[src/rtl/csm_pkg.sv]
// Shared state encoding, status codes and bus width for the CSM port master.
package csm_pkg;
   localparam int         CSM_AD_W        = 8;
   localparam logic [1:0] CSM_ERR_OK      = 2'b00;
   localparam logic [1:0] CSM_ERR_TIMEOUT = 2'b11;

   typedef enum logic [2:0] {
      IDLE,
      HOLD,
      ADDR,
      DATA,
      REL,
      RESP
   } csm_mst_state_t;
endpackage

[src/rtl/csm_wait_timer.sv]
// Saturating wait-cycle counter; expired is combinational in the TIMEOUT_CYC-th enabled cycle.
// Latency: 0 cycles from count to expired; no backpressure (free-running while enabled).
module csm_wait_timer #(
   parameter int TIMEOUT_CYC = 16
) (
   input  logic clk,
   input  logic reset_n,
   input  logic clear,
   input  logic enable,
   output logic expired
);
   localparam logic [7:0] LIMIT = 8'(TIMEOUT_CYC - 1);

   logic [7:0] cnt_q, cnt_d;

   always_comb begin
      cnt_d = cnt_q;
      if (clear) begin
         cnt_d = '0;
      end else if (enable && (cnt_q != 8'hFF)) begin
         cnt_d = cnt_q + 8'd1;
      end
   end

   always_ff @(posedge clk or negedge reset_n) begin
      if (!reset_n) begin
         cnt_q <= '0;
      end else begin
         cnt_q <= cnt_d;
      end
   end

   // cnt_q counts completed wait cycles, so the current cycle is number cnt_q+1.
   assign expired = enable && (cnt_q >= LIMIT);
endmodule

[src/rtl/csm_port_master.sv]
// Single-request master for one CSM port: hold, address, data, release, respond; 5 cycles minimum
// request to rsp_valid, req_ready only in IDLE. Optional wait timeout under CSM_MASTER_TIMEOUT_EN.
module csm_port_master
   import csm_pkg::*;
#(
   parameter int TIMEOUT_CYC = 16
) (
   input  logic                clk,
   input  logic                reset_n,
   input  logic                req_valid,
   output logic                req_ready,
   input  logic                req_rw,
   input  logic [CSM_AD_W-1:0] req_addr,
   input  logic [CSM_AD_W-1:0] req_wdata,
   output logic                rsp_valid,
   output logic [CSM_AD_W-1:0] rsp_rdata,
   output logic [1:0]          rsp_err,
   output logic [CSM_AD_W-1:0] csm_in_AD,
   output logic                csm_rw,
   output logic                csm_enable,
   output logic                csm_hold,
   output logic                csm_release,
   input  logic                csm_ack,
   input  logic [1:0]          csm_err,
   input  logic [CSM_AD_W-1:0] csm_out_data
);
   if ((TIMEOUT_CYC < 2) || (TIMEOUT_CYC > 255)) begin : g_bad_cfg
      $error("csm_port_master: TIMEOUT_CYC must be within 2..255");
   end

   csm_mst_state_t      state_q, state_d;
   logic                rw_q, rw_d;
   logic [CSM_AD_W-1:0] addr_q, addr_d;
   logic [CSM_AD_W-1:0] wdata_q, wdata_d;
   logic [CSM_AD_W-1:0] cap_rdata_q, cap_rdata_d;
   logic [1:0]          cap_err_q, cap_err_d;
   logic [CSM_AD_W-1:0] rsp_rdata_q, rsp_rdata_d;
   logic [1:0]          rsp_err_q, rsp_err_d;
   logic                idle_rdy;
   logic                tmo;

`ifdef CSM_MASTER_TIMEOUT_EN
   logic tmr_clear;
   logic tmr_enable;

   assign tmr_enable = (state_q == HOLD) || (state_q == DATA);
   assign tmr_clear  = (state_d != state_q) && ((state_d == HOLD) || (state_d == DATA));

   csm_wait_timer #(
      .TIMEOUT_CYC(TIMEOUT_CYC)
   ) u_wait_timer (
      .clk    (clk),
      .reset_n(reset_n),
      .clear  (tmr_clear),
      .enable (tmr_enable),
      .expired(tmo)
   );
`else
   assign tmo = 1'b0;
`endif

   always_comb begin
      state_d     = state_q;
      rw_d        = rw_q;
      addr_d      = addr_q;
      wdata_d     = wdata_q;
      cap_rdata_d = cap_rdata_q;
      cap_err_d   = cap_err_q;
      rsp_rdata_d = rsp_rdata_q;
      rsp_err_d   = rsp_err_q;
      idle_rdy    = 1'b0;
      rsp_valid   = 1'b0;
      csm_in_AD   = '0;
      csm_rw      = 1'b0;
      csm_enable  = 1'b0;
      csm_hold    = 1'b0;
      csm_release = 1'b0;
      case (state_q)
         IDLE: begin
            idle_rdy = 1'b1;
            if (req_valid) begin
               rw_d    = req_rw;
               addr_d  = req_addr;
               wdata_d = req_wdata;
               state_d = HOLD;
            end
         end
         HOLD: begin
            csm_hold = 1'b1;
            // A grant arriving in the expiry cycle still wins over the timeout.
            if (csm_ack) begin
               state_d = ADDR;
            end else if (tmo) begin
               cap_rdata_d = '0;
               cap_err_d   = CSM_ERR_TIMEOUT;
               state_d     = REL;
            end
         end
         ADDR: begin
            csm_hold   = 1'b1;
            csm_enable = 1'b1;
            csm_rw     = rw_q;
            csm_in_AD  = addr_q;
            state_d    = DATA;
         end
         DATA: begin
            csm_hold   = 1'b1;
            csm_rw     = rw_q;
            csm_enable = !rw_q;
            csm_in_AD  = rw_q ? '0 : wdata_q;
            if (csm_ack) begin
               cap_rdata_d = rw_q ? csm_out_data : '0;
               cap_err_d   = csm_err;
               state_d     = REL;
            end else if (tmo) begin
               cap_rdata_d = '0;
               cap_err_d   = CSM_ERR_TIMEOUT;
               state_d     = REL;
            end
         end
         REL: begin
            csm_release = 1'b1;
            // Response registers only move here, so they stay stable from RESP to the next RESP.
            rsp_rdata_d = cap_rdata_q;
            rsp_err_d   = cap_err_q;
            state_d     = RESP;
         end
         RESP: begin
            rsp_valid = 1'b1;
            state_d   = IDLE;
         end
         default: begin
            state_d = IDLE;
         end
      endcase
   end

   always_ff @(posedge clk or negedge reset_n) begin
      if (!reset_n) begin
         state_q     <= IDLE;
         rw_q        <= 1'b0;
         addr_q      <= '0;
         wdata_q     <= '0;
         cap_rdata_q <= '0;
         cap_err_q   <= CSM_ERR_OK;
         rsp_rdata_q <= '0;
         rsp_err_q   <= CSM_ERR_OK;
      end else begin
         state_q     <= state_d;
         rw_q        <= rw_d;
         addr_q      <= addr_d;
         wdata_q     <= wdata_d;
         cap_rdata_q <= cap_rdata_d;
         cap_err_q   <= cap_err_d;
         rsp_rdata_q <= rsp_rdata_d;
         rsp_err_q   <= rsp_err_d;
      end
   end

   // Gated by reset_n so the master never advertises ready while held in reset.
   assign req_ready = idle_rdy && reset_n;
   assign rsp_rdata = rsp_rdata_q;
   assign rsp_err   = rsp_err_q;
endmodule

[config.mk]
export PLATFORM = sky130hd
export DESIGN_NAME = csm_port_master
export DESIGN_NICKNAME = d
export VERILOG_FILES = /design/src/rtl/csm_pkg.sv /design/src/rtl/csm_wait_timer.sv /design/src/rtl/csm_port_master.sv
export SDC_FILE = /design/constraint.sdc
export NUM_CORES = 1
export LEC_CHECK = 0
export BUFFER_PORTS_ARGS = -buffer_cell sky130_fd_sc_hd__buf_4
export CORE_UTILIZATION = 50
export DETAILED_ROUTE_END_ITERATION = 8
export PLACE_DENSITY_LB_ADDON = 0.15
export SLEW_MARGIN = 40
export SYNTH_ARGS = -nofsm -noshare
export SYNTH_HDL_FRONTEND = slang
export SYNTH_HIERARCHICAL = 1
export SYNTH_SLANG_ARGS = --single-unit
[constraint.sdc]
create_clock -name clk -period 2.3 [get_ports clk]
set_input_delay 0.46 -clock clk [delete_from_list [all_inputs] [get_ports clk]]
set_output_delay 0.46 -clock clk [all_outputs]
set_load 0.05 [all_outputs]
* Yosys cells after proc, flatten, opt, wreduce, memory -nomap -nowiden
Index checks and enable logic that the tools add are counted.
Word-level totals: flip-flop bits (word level) 40, output and inout port bits 24, word-level logic and storage cells 37
Operators by class: equal/unequal tests 8, mux-type cells 13, reductions and logical operators 8
Operator list (count):
- two-way mux 8 bit | 2
- case mux 8 bit (2 select lines) | 1
- case mux 3 bit (5 select lines) | 1
- two-way mux 3 bit | 3
- equality test 3 x 2 -> 1 bit, second input constant | 2
- equality test 3 bit, second input constant | 2
- != test 2 bit, second input constant | 3
- two-way mux 1 bit | 5
- AND reduction 2 bit | 2
- equality test 3 x 1 -> 1 bit, second input constant | 1
- logical NOT 3 bit | 1
- AND reduction 3 bit | 1
- OR reduction 3 bit | 1
- case mux 1 bit (2 select lines) | 1
- OR reduction 2 bit | 1
- logical AND 1 bit | 1
- logical NOT 1 bit | 1

* Longest topological paths before layout
Gate-level depths: netlist (run 1).
depth after elaboration 3, depth in mapped cells 4

* Worst setup path before layout (run 1)
Ideal clock, no wire load.
path type register to output, start point register state_q[0], end point output port req_ready, arrival time 2.316 ns, required time 1.840 ns, path slack -0.476 ns, stages on the path, launching flop included 4, path buffers 2, cells stage by stage dfrtp_1 > buf_6 > clkbuf_1 > nor4b_1
Between the ends: cells in the longest elaborated chain, start to end 3
Ends and longest elaborated chain:
- start, declared | line csm_port_master.sv:31 | csm_mst_state_t state_q, state_d;
- start signal, assigned | line csm_port_master.sv:149 | state_q <= state_d;
- logical NOT 3 bit | line csm_port_master.sv:78 | case (state_q)
- two-way mux 1 bit | line csm_port_master.sv:78
- logical AND 1 bit | line csm_port_master.sv:161 | assign req_ready = idle_rdy && reset_n;
- end, declared | line csm_port_master.sv:11 | output logic req_ready,
Every way passes these cells.

* Worst setup path in the final report (run 1)
start point register state_q[2], end point output port csm_in_AD[5]
Between the ends: cells in the longest elaborated chain, start to end 2
Ends and longest elaborated chain:
- equality test 3 x 2 -> 1 bit | line csm_port_master.sv:78
- case mux 8 bit (2 select lines) * | line csm_port_master.sv:78
- end, declared | line csm_port_master.sv:18 | output logic [CSM_AD_W-1:0] csm_in_AD,
Every way passes the cells marked *; elsewhere a longest branch is shown, timed or not.

==> impl_metrics.ini, run 1 <==
[status]
status = finished clean

[die]
dieArea_um2 = 3880
fp.dieH_um = 62.3
fp.dieW_um = 62.3
core_area_um2 = 3420
ios = 55
row_count = 21
start_util_pct = 53.3

[worst_setup_path]
arrival_ns = 1.70
end_kind = primary output
reg2reg_depth = 3
worstSetupPathType = reg -> out
worstReg2RegEnd = rsp_rdata[4]
reg2reg_from = state_q[2]
start_kind = register
reg2reg_slack_ns = 0.62
path_max_fanout = 11
cp.required_ns = 1.84

[logic_synthesis]
yosys.area.top_type_share_pct = 55.0
synth_most_common_cell = dfrtp_1
synth-seq-area-share_pct = 55.0
synth.avg_cell_area_um2 = 12.5
synthArstFlopShare_pct = 100
syn_nets = 177
synthCells = 146
synth_warnings = 6
synth_top_cell_by_area = dfrtp_1
synth_edf_count = 0
ys_ff_latch = 40
netlist_area_um2 = 1820
synth_common_cells = dfrtp_1, mux2_2, a21oi_1
synthFlopType = dfrtp_1
synthTopCellsByArea = dfrtp_1, mux2_2, mux2i_1
synth.distinct_cells = 22

[clock_network]
clkSinkCount = 40
cts_made_buffers = 5
clockBufferDepth = 2
cts_root_buffer = clkbuf_4
clkLatencyLatePin_ns = 0.35
cts_hold_buffers = 0
h-tree-depth = 2
cts_tree = done
path_clk_slew_ns = 0.12

[power]
ir_drop_mv = 0.795
p_per_area_nw_per_um2 = 1500
power.leakage_nw = 1.09
power_w = 0.00348

[timing]
max_freq_mhz = 463
fin_crit_sh_pct = 93.8
rsz0062_at_grt = false
timing.clock.skew_ns = 0.0117
drv_slew = 0
finalHoldViolations = 0
maxSlewHeadroom_pct = 67.0
setup_tns_ns = 0
max_slew.worst_pin.slew_ns = 0.495
layout_min_cycle_time_ns = 2.16
finalSetupViolCount = 0

[placed_design]
place_congestion = 0.720
io_buffers = 54
dp_hpwl_mm = 2.48

[detailed_routing]
vias = 1253
dr.pass1.iters = 4
drcViolationCount = 0
avgViaCountPerCell = 5.07
route.antenna.remaining_nets = 0
wl_mm = 3.44
wl_per_cell_um = 13.9
dr.first_iter.drc_count = 41

[cells_and_area]
multi_input_area_um2 = 728
fillers = 279
postLayoutCoreUtil_pct = 68.0
regArea_um2 = 1000
layout-drive-gt1-share_pct = 50.2
final_nets = 232
areaGrowthSynthToFinish_pct = 27.7
diodes = 0

[global_routing]
grt_max_degree = 41
grt_pass1_wl_mm = 5.82
grtUsageTotal_pct = 19.7
grt-ovfl-total = 0
antenna_found_initial = 0
grt_pass1_vias = 1306

[hold_path]
hold_class = in -> async

[job]
drv_cap = 0
## kinds of logic after synthesis
| group | count (synthesis) | share of synthesized area (%) |
|---|---|---|
| flops | 40 | 55.0 |
| mux | 37 | 22.4 |
| simple gates | 37 | 13.2 |
| buf+inv | 19 | 5.30 |
| compound gates | 13 | 4.13 |
## worst max-delay path by stage
stage | start | depth (start not counted) | slack (ns) | end
finish | state_q[2] | 3 | 0.14 | csm_in_AD[5]
global route | state_q[2] | 3 | 0.005 | csm_in_AD[5]
CTS | state_q[0] | 3 | 0.003 | csm_in_AD[5]
detailed placement | state_q[0] | 3 | 0.39 | csm_in_AD[5]
global placement | state_q[0] | 2 | 0.45 | cap_err_q[0]
floorplan | state_q[2] | 4 | 0.19 | csm_enable
## through the flow
stage / cell area, um^2 / hold slack [ns] / setup WS [ns] / cells
2_1_floorplan: 1830 / 0.164 / 0.187 / 146
3_3_place_gp: 2260 / 0.489 / 0.453 / 240
3_5_place_dp: 2260 / 0.496 / 0.393 / 240
4_1_cts: 2320 / 0.172 / 0.00253 / 247
5_1_grt: 2320 / 0.191 / 0.00450 / 247
6_report: 2320 / 0.160 / 0.142 / 247
## cells in the final DEF, fill, tap and decap left out, drive strengths merged
cell type	n
nand3b	9
nor3b	1
mux2i	8
nor4	1
a21bo	1
o21a	1
buf	58
or2	1
dfrtp	40
nor4b	2
nand2b	9
nand2	9
inv	9
clkbuf	7
a21oi	10
and4b	1
a211oi	1
mux2	29
nor2	4
## critical path: stages (launching register included)
cell,delay (ns)
dfrtp_1,0.52
nand2b_1,0.38
a21oi_1,0.22
buf_4,0.22
## power breakdown
part | switching (W) | internal (W) | total, W | leakage (nW)
combinational | 0.00101 | 0.000719 | 0.00173 | 0.557
sequential | 0.000310 | 0.00105 | 0.00136 | 0.492
clock | 0.000216 | 0.000173 | 0.000389 | 0.0374
## repair_timing
item                       4_1_cts  5_1_grt
setup buffers                    0        0
gates resized for setup          0        1
setup endpoints to repair        0        3
## routing by layer
metal  track usage, %  up-vias  routed length, um
li1                 -      605                  -
met1             22.8      599               1430
met2             33.1       41               1760
met5                0        -                  0
met4             8.72        0                 65
met3             6.80        8                184
## state kept, by name, summed over array words and instances (netlist names)
register,flops
addr_q,8
cap_rdata_q,8
rsp_rdata,8
wdata_q,8
state_q,3
cap_err_q,2
rsp_err,2
rw_q,1
## final cells by class
| type | count | share of cell area [%] |
|---|---|---|
| well taps | 46 | 2.48 |
| multi-input cells | 87 | 31.3 |
| inverters | 9 | 1.45 |
| repair buffers | 58 | 18.7 |
| clock buffers | 7 | 2.80 |
| flip-flops and latches | 40 | 43.2 |
Note: power is estimated with default switching activity, not from simulation.
==> inputs of run 2 (changes only) <==
--- a/config.mk
+++ b/config.mk
@@ -6,7 +6,8 @@
 export NUM_CORES = 1
 export LEC_CHECK = 0
 export BUFFER_PORTS_ARGS = -buffer_cell sky130_fd_sc_hd__buf_4
-export CORE_UTILIZATION = 50
+export CORE_ASPECT_RATIO = 0.7
+export CORE_UTILIZATION = 45
 export DETAILED_ROUTE_END_ITERATION = 8
 export PLACE_DENSITY_LB_ADDON = 0.15
 export SLEW_MARGIN = 40
==> run 2 against run 1 <==
Register-to-register slack better by 0.03 ns. Global-route usage fell by 0.33 points. Sequential power is essentially flat. Final area increased by 1.5%. Critical endpoint is now csm_in_AD[6]. Largest power group unchanged.
==> impl_metrics.ini, run 2 (synthesis gave the netlist of run 1 again) <==
[placed_design]
place_congestion = 0.743
io_buffers = 54
dp_hpwl_mm = 2.57
place_area_um2 = 2260

[clock_network]
ctsResizeCount = 0
cts_root_buffer = clkbuf_8
cts_tree = done
clockBufferDepth = 2
clkSinkCount = 40
cts_made_buffers = 5
h-tree-depth = 2
cts_hold_buffers = 0
path_clk_slew_ns = 0.07
clkLatencyLatePin_ns = 0.28
cts_setup_buffers = 0

[timing]
drv_slew = 0
finalSetupViolCount = 0
max_freq_mhz = 480
fin_crit_sh_pct = 90.5
layout_min_cycle_time_ns = 2.08
maxSlewHeadroom_pct = 59.7
timing.clock.skew_ns = 0.00565
max_slew.worst_pin.slew_ns = 0.605
finalHoldViolations = 0
setup_tns_ns = 0
rsz0062_at_grt = false

[worst_setup_path]
slowest_stage = dfrtp_1
cp_cell_sequence = nand2b_1 > a21oi_1 > buf_4
path_buf_inv = 1
worstSetupPathType = reg -> out
start_kind = register
critPathMaxStageDelay_ns = 0.57
crit_family = flip-flops
path_max_fanout = 11
cp.required_ns = 1.84
end_kind = primary output
arrival_ns = 1.62

[die]
row_count = 18
start_util_pct = 49.3
ios = 55
fp.dieW_um = 78.0
core_area_um2 = 3690
fp.dieH_um = 55.2
dieArea_um2 = 4300

[global_routing]
grtUsageTotal_pct = 19.4
grt-ovfl-total = 0
grt_pass1_vias = 1261
grt_pass1_wl_mm = 6.10
antenna_found_initial = 0
grt_max_degree = 41

[cells_and_area]
layout-drive-gt1-share_pct = 49.8
final_common_cell = buf_4
areaGrowthSynthToFinish_pct = 29.6
final_cell_mix = buf_4, dfrtp_1, mux2_2
design_area_um2 = 2360
diodes = 0
final_nets = 232

[detailed_routing]
route.antenna.remaining_nets = 0
dr.pass1.iters = 4
wl_met1_mm = 1.61
wl_per_cell_um = 14.3
vias = 1277
dr.first_iter.drc_count = 75
drcViolationCount = 0
wl_met2_mm = 1.72
avgViaCountPerCell = 5.09
wl_mm = 3.58
met3_length_um = 217
top_layer = met4

[hold_path]
hold_class = in -> async

[status]
status = finished clean

[power]
power.leakage_nw = 1.10
ir_drop_mv = 0.741
p_per_area_nw_per_um2 = 1520

[job]
drv_cap = 0
## run 2: cell types whose count changed in the layout (fill, tap and decap cells not counted)
cell / previous run / this run
clkbuf_4: 5 / 0
clkbuf_8: 2 / 7
dfrtp_1: 38 / 39
dfrtp_2: 2 / 1
## run 2: path summary, 6_finish.rpt
kind	to	from	cells past startpoint	slack, ns
setup / recovery	csm_in_AD[6]	state_q[1]	3	0.22
hold / removal	wdata_q[5]	reset_n	2	0.25
setup reg to reg	addr_q[3]	state_q[0]	3	0.65
hold reg to reg	rsp_err[0]	cap_err_q[0]	1	0.51
max in group asynchronous	state_q[0]	reset_n	2	1.68
min in group clk	addr_q[4]	req_addr[4]	2	0.40
## run 2: report_power, final
part           total, W  internal, W  switching [W]
sequential      0.00138      0.00105       0.000327
combinational   0.00172     0.000720        0.00100
clock          0.000488     0.000267       0.000221
## run 2: routing by layer
metal,GRT usage (%),vias up
met3,5.25,5
met5,0,-
met4,6.48,0
met2,30.8,41
li1,-,601
met1,26.3,630
## run 2: stage by stage
step                hold WS, ns  setup WS [ns]  utilization, %  total power (W)  instances
floorplan                 0.164          0.187               -          0.00265        146
global placement          0.483          0.496            61.2          0.00306        244
detailed placement        0.497          0.404            61.2          0.00313        244
CTS                       0.270         0.0814            63.8          0.00363        251
global route              0.291         0.0885            63.9          0.00382        251
finish                    0.255          0.218            63.9          0.00359        251
## run 2: area by class of cell
cell class,count,area (um^2)
fill,302,1340
sequential,40,1000
multi-input combinational,87,728
timing repair buffer,58,435
clock buffer,7,96.3
tap,50,62.6
inverter,9,33.8
==> inputs of run 3 (changes only) <==
--- a/config.mk
+++ b/config.mk
@@ -5,9 +5,12 @@
 export SDC_FILE = /design/constraint.sdc
 export NUM_CORES = 1
 export LEC_CHECK = 0
+export ABC_AREA = 1
 export BUFFER_PORTS_ARGS = -buffer_cell sky130_fd_sc_hd__buf_4
+export CELL_PAD_IN_SITES_DETAIL_PLACEMENT = 0
+export CELL_PAD_IN_SITES_GLOBAL_PLACEMENT = 1
 export CORE_ASPECT_RATIO = 0.7
-export CORE_UTILIZATION = 45
+export CORE_UTILIZATION = 36
 export DETAILED_ROUTE_END_ITERATION = 8
 export PLACE_DENSITY_LB_ADDON = 0.15
 export SLEW_MARGIN = 40
==> run 3 against run 2 <==
Maximum frequency shrank 3.8%. Clock power down 1%. Via count up 19%. Sequential cell count stayed put. Synthesized area fell by 3.7%. Clock skew about the same. Sequential power down 10%. Utilization down 13 points. Combinational power is essentially flat.
==> impl_metrics.ini, run 3 <==
[worst_setup_path]
cp.required_ns = 1.84
path_max_fanout = 11
start_kind = register
worstSetupPathType = reg -> out
reg2reg_slack_ns = 0.91
reg2reg_from = state_q[1]
end_kind = primary output
arrival_ns = 1.70
worstReg2RegEnd = wdata_q[5]
reg2reg_depth = 5

[clock_network]
clockBufferDepth = 2
cts_hold_buffers = 0
cts_root_buffer = clkbuf_8
cts_made_buffers = 5
cts_tree = done
path_clk_slew_ns = 0.07
clkSinkCount = 40
clkLatencyLatePin_ns = 0.29
h-tree-depth = 2
cts_setup_buffers = 0
ctsResizeCount = 0

[timing]
holdWs_ns = 0.266
max_freq_mhz = 462
finalHoldViolations = 0
max_slew.worst_pin.slew_ns = 0.503
finalSetupViolCount = 0
layout_min_cycle_time_ns = 2.16
rsz0062_at_grt = false
timing.clock.skew_ns = 0.00579
setup_tns_ns = 0
fin_crit_sh_pct = 94.1
maxSlewHeadroom_pct = 66.5
drv_slew = 0

[global_routing]
grt_pass1_vias = 1484
antenna_found_initial = 0
use_met2_pct = 25.7
grt-ovfl-total = 0
grt_max_degree = 41
top_usage_layer = met1
grtUsageMet3_pct = 4.49
use_met1_pct = 27.0
grtUsageTotal_pct = 18.1
grt_pass1_wl_mm = 6.95

[logic_synthesis]
synth.avg_cell_area_um2 = 8.19
synth_warnings = 6
muxShareOfSynthArea_pct = 0
synthTopCellsByArea = dfrtp_1, nand2_1, nand3_1
synth_top_cell_by_area = dfrtp_1
synth_common_cells = nand2_1, dfrtp_1, nand3_1
syn_nets = 245
synthFlopType = dfrtp_1
synth_edf_count = 0
yosys.area.top_type_share_pct = 57.1
synthArstFlopShare_pct = 100
synth-seq-area-share_pct = 57.1
ys_ff_latch = 40
synth_simple_gate_area_share_pct = 35.2
synthAdderAreaFrac_pct = 0
synth_xor_area_share_pct = 0
synth.distinct_cells = 20
synth_top_family_by_area = simple AND/OR/NAND/NOR gates
synth_most_common_cell = nand2_1
synthCells = 214
synth-compound-area-share_pct = 2.43
netlist_area_um2 = 1750

[cells_and_area]
diodes = 0
final_nets = 302
postLayoutCoreUtil_pct = 50.8
final_cell_mix = nand2_1, buf_4, dfrtp_1
areaGrowthSynthToFinish_pct = 30.6
final_common_cell = nand2_1
layout-drive-gt1-share_pct = 26.1
final_cells = 327

[hold_path]
hold_class = in -> async

[die]
start_util_pct = 38.9
row_count = 20
fp.dieW_um = 85.4
dieArea_um2 = 5150
ios = 55
core_area_um2 = 4500
fp.dieH_um = 60.4

[power]
power.leakage_nw = 1.31
ir_drop_mv = 0.576
p_per_area_nw_per_um2 = 1500

[detailed_routing]
wl_mm = 4.03
route.antenna.remaining_nets = 0
avgViaCountPerCell = 4.63
dr.pass1.iters = 4
drcViolationCount = 0
vias = 1515
dr.first_iter.drc_count = 62
wl_per_cell_um = 12.3

[placed_design]
io_buffers = 54
dp.cells = 319
place_congestion = 0.735
dp_hpwl_mm = 2.81

[status]
status = finished clean

[job]
drv_cap = 0
run 3: cell types whose count changed after synthesis, moves of 9 or more:
| cell | previous run | this run |
|---|---|---|
| mux2_2 | 29 | 0 |
| nand2_1 | 9 | 117 |
| nand2b_1 | 9 | 0 |
| nand3_1 | 0 | 21 |
| nand3b_1 | 9 | 0 |
run 3: worst max-delay path by stage:
stage,start,to,depth (start not counted)
final,rw_q,csm_rw,3
after CTS,rw_q,csm_rw,3
after global routing,rw_q,csm_rw,3
after floorplan,state_q[0],rsp_valid,2
after detailed placement,rw_q,csm_rw,3
after global placement,state_q[1],csm_release,4
run 3: layer usage:
layer | up-vias | wire length [um]
met4 | 0 | 34
met1 | 695 | 2160
li1 | 775 | -
met5 | - | 0
met3 | 4 | 204
met2 | 41 | 1640
run 3: logic make-up after synthesis:
kind of cell	count (synthesis)
flip-flops	40
AND/OR/NAND/NOR	147
AO/OA/AOI/OAI	8
buffers and inverters	19
run 3: where the power goes:
| group | internal [W] | switching (W) | total, W |
|---|---|---|---|
| clock network | 0.000245 | 0.000237 | 0.000481 |
| logic | 0.000501 | 0.00121 | 0.00171 |
| registers | 0.00103 | 0.000215 | 0.00124 |
run 3: worst max-delay path: stages (launching register included):
cell and delay, ns:
dfrtp_1 0.57, clkinv_1 0.39, nor2_1 0.24, buf_4 0.23
run 3: cell type report:
type	count	area [um^2]
fillers	459	2220
flip-flops and latches	40	1000
multi-input cells	155	659
repair buffers	55	413
clock buffers	8	90.1
well taps	55	68.8
inverters	14	55.1
run 3: stage by stage:
| stage | power [W] | worst slack [ns] | cell area, um^2 |
|---|---|---|---|
| 2_1_floorplan | 0.00248 | 0.220 | 1750 |
| 3_5_place_dp | 0.00297 | 0.462 | 2200 |
| 5_1_grt | 0.00370 | 0.0360 | 2290 |
| 3_3_place_gp | 0.00297 | 0.498 | 2200 |
| 6_report | 0.00343 | 0.135 | 2290 |
| 4_1_cts | 0.00346 | 0.138 | 2290 |
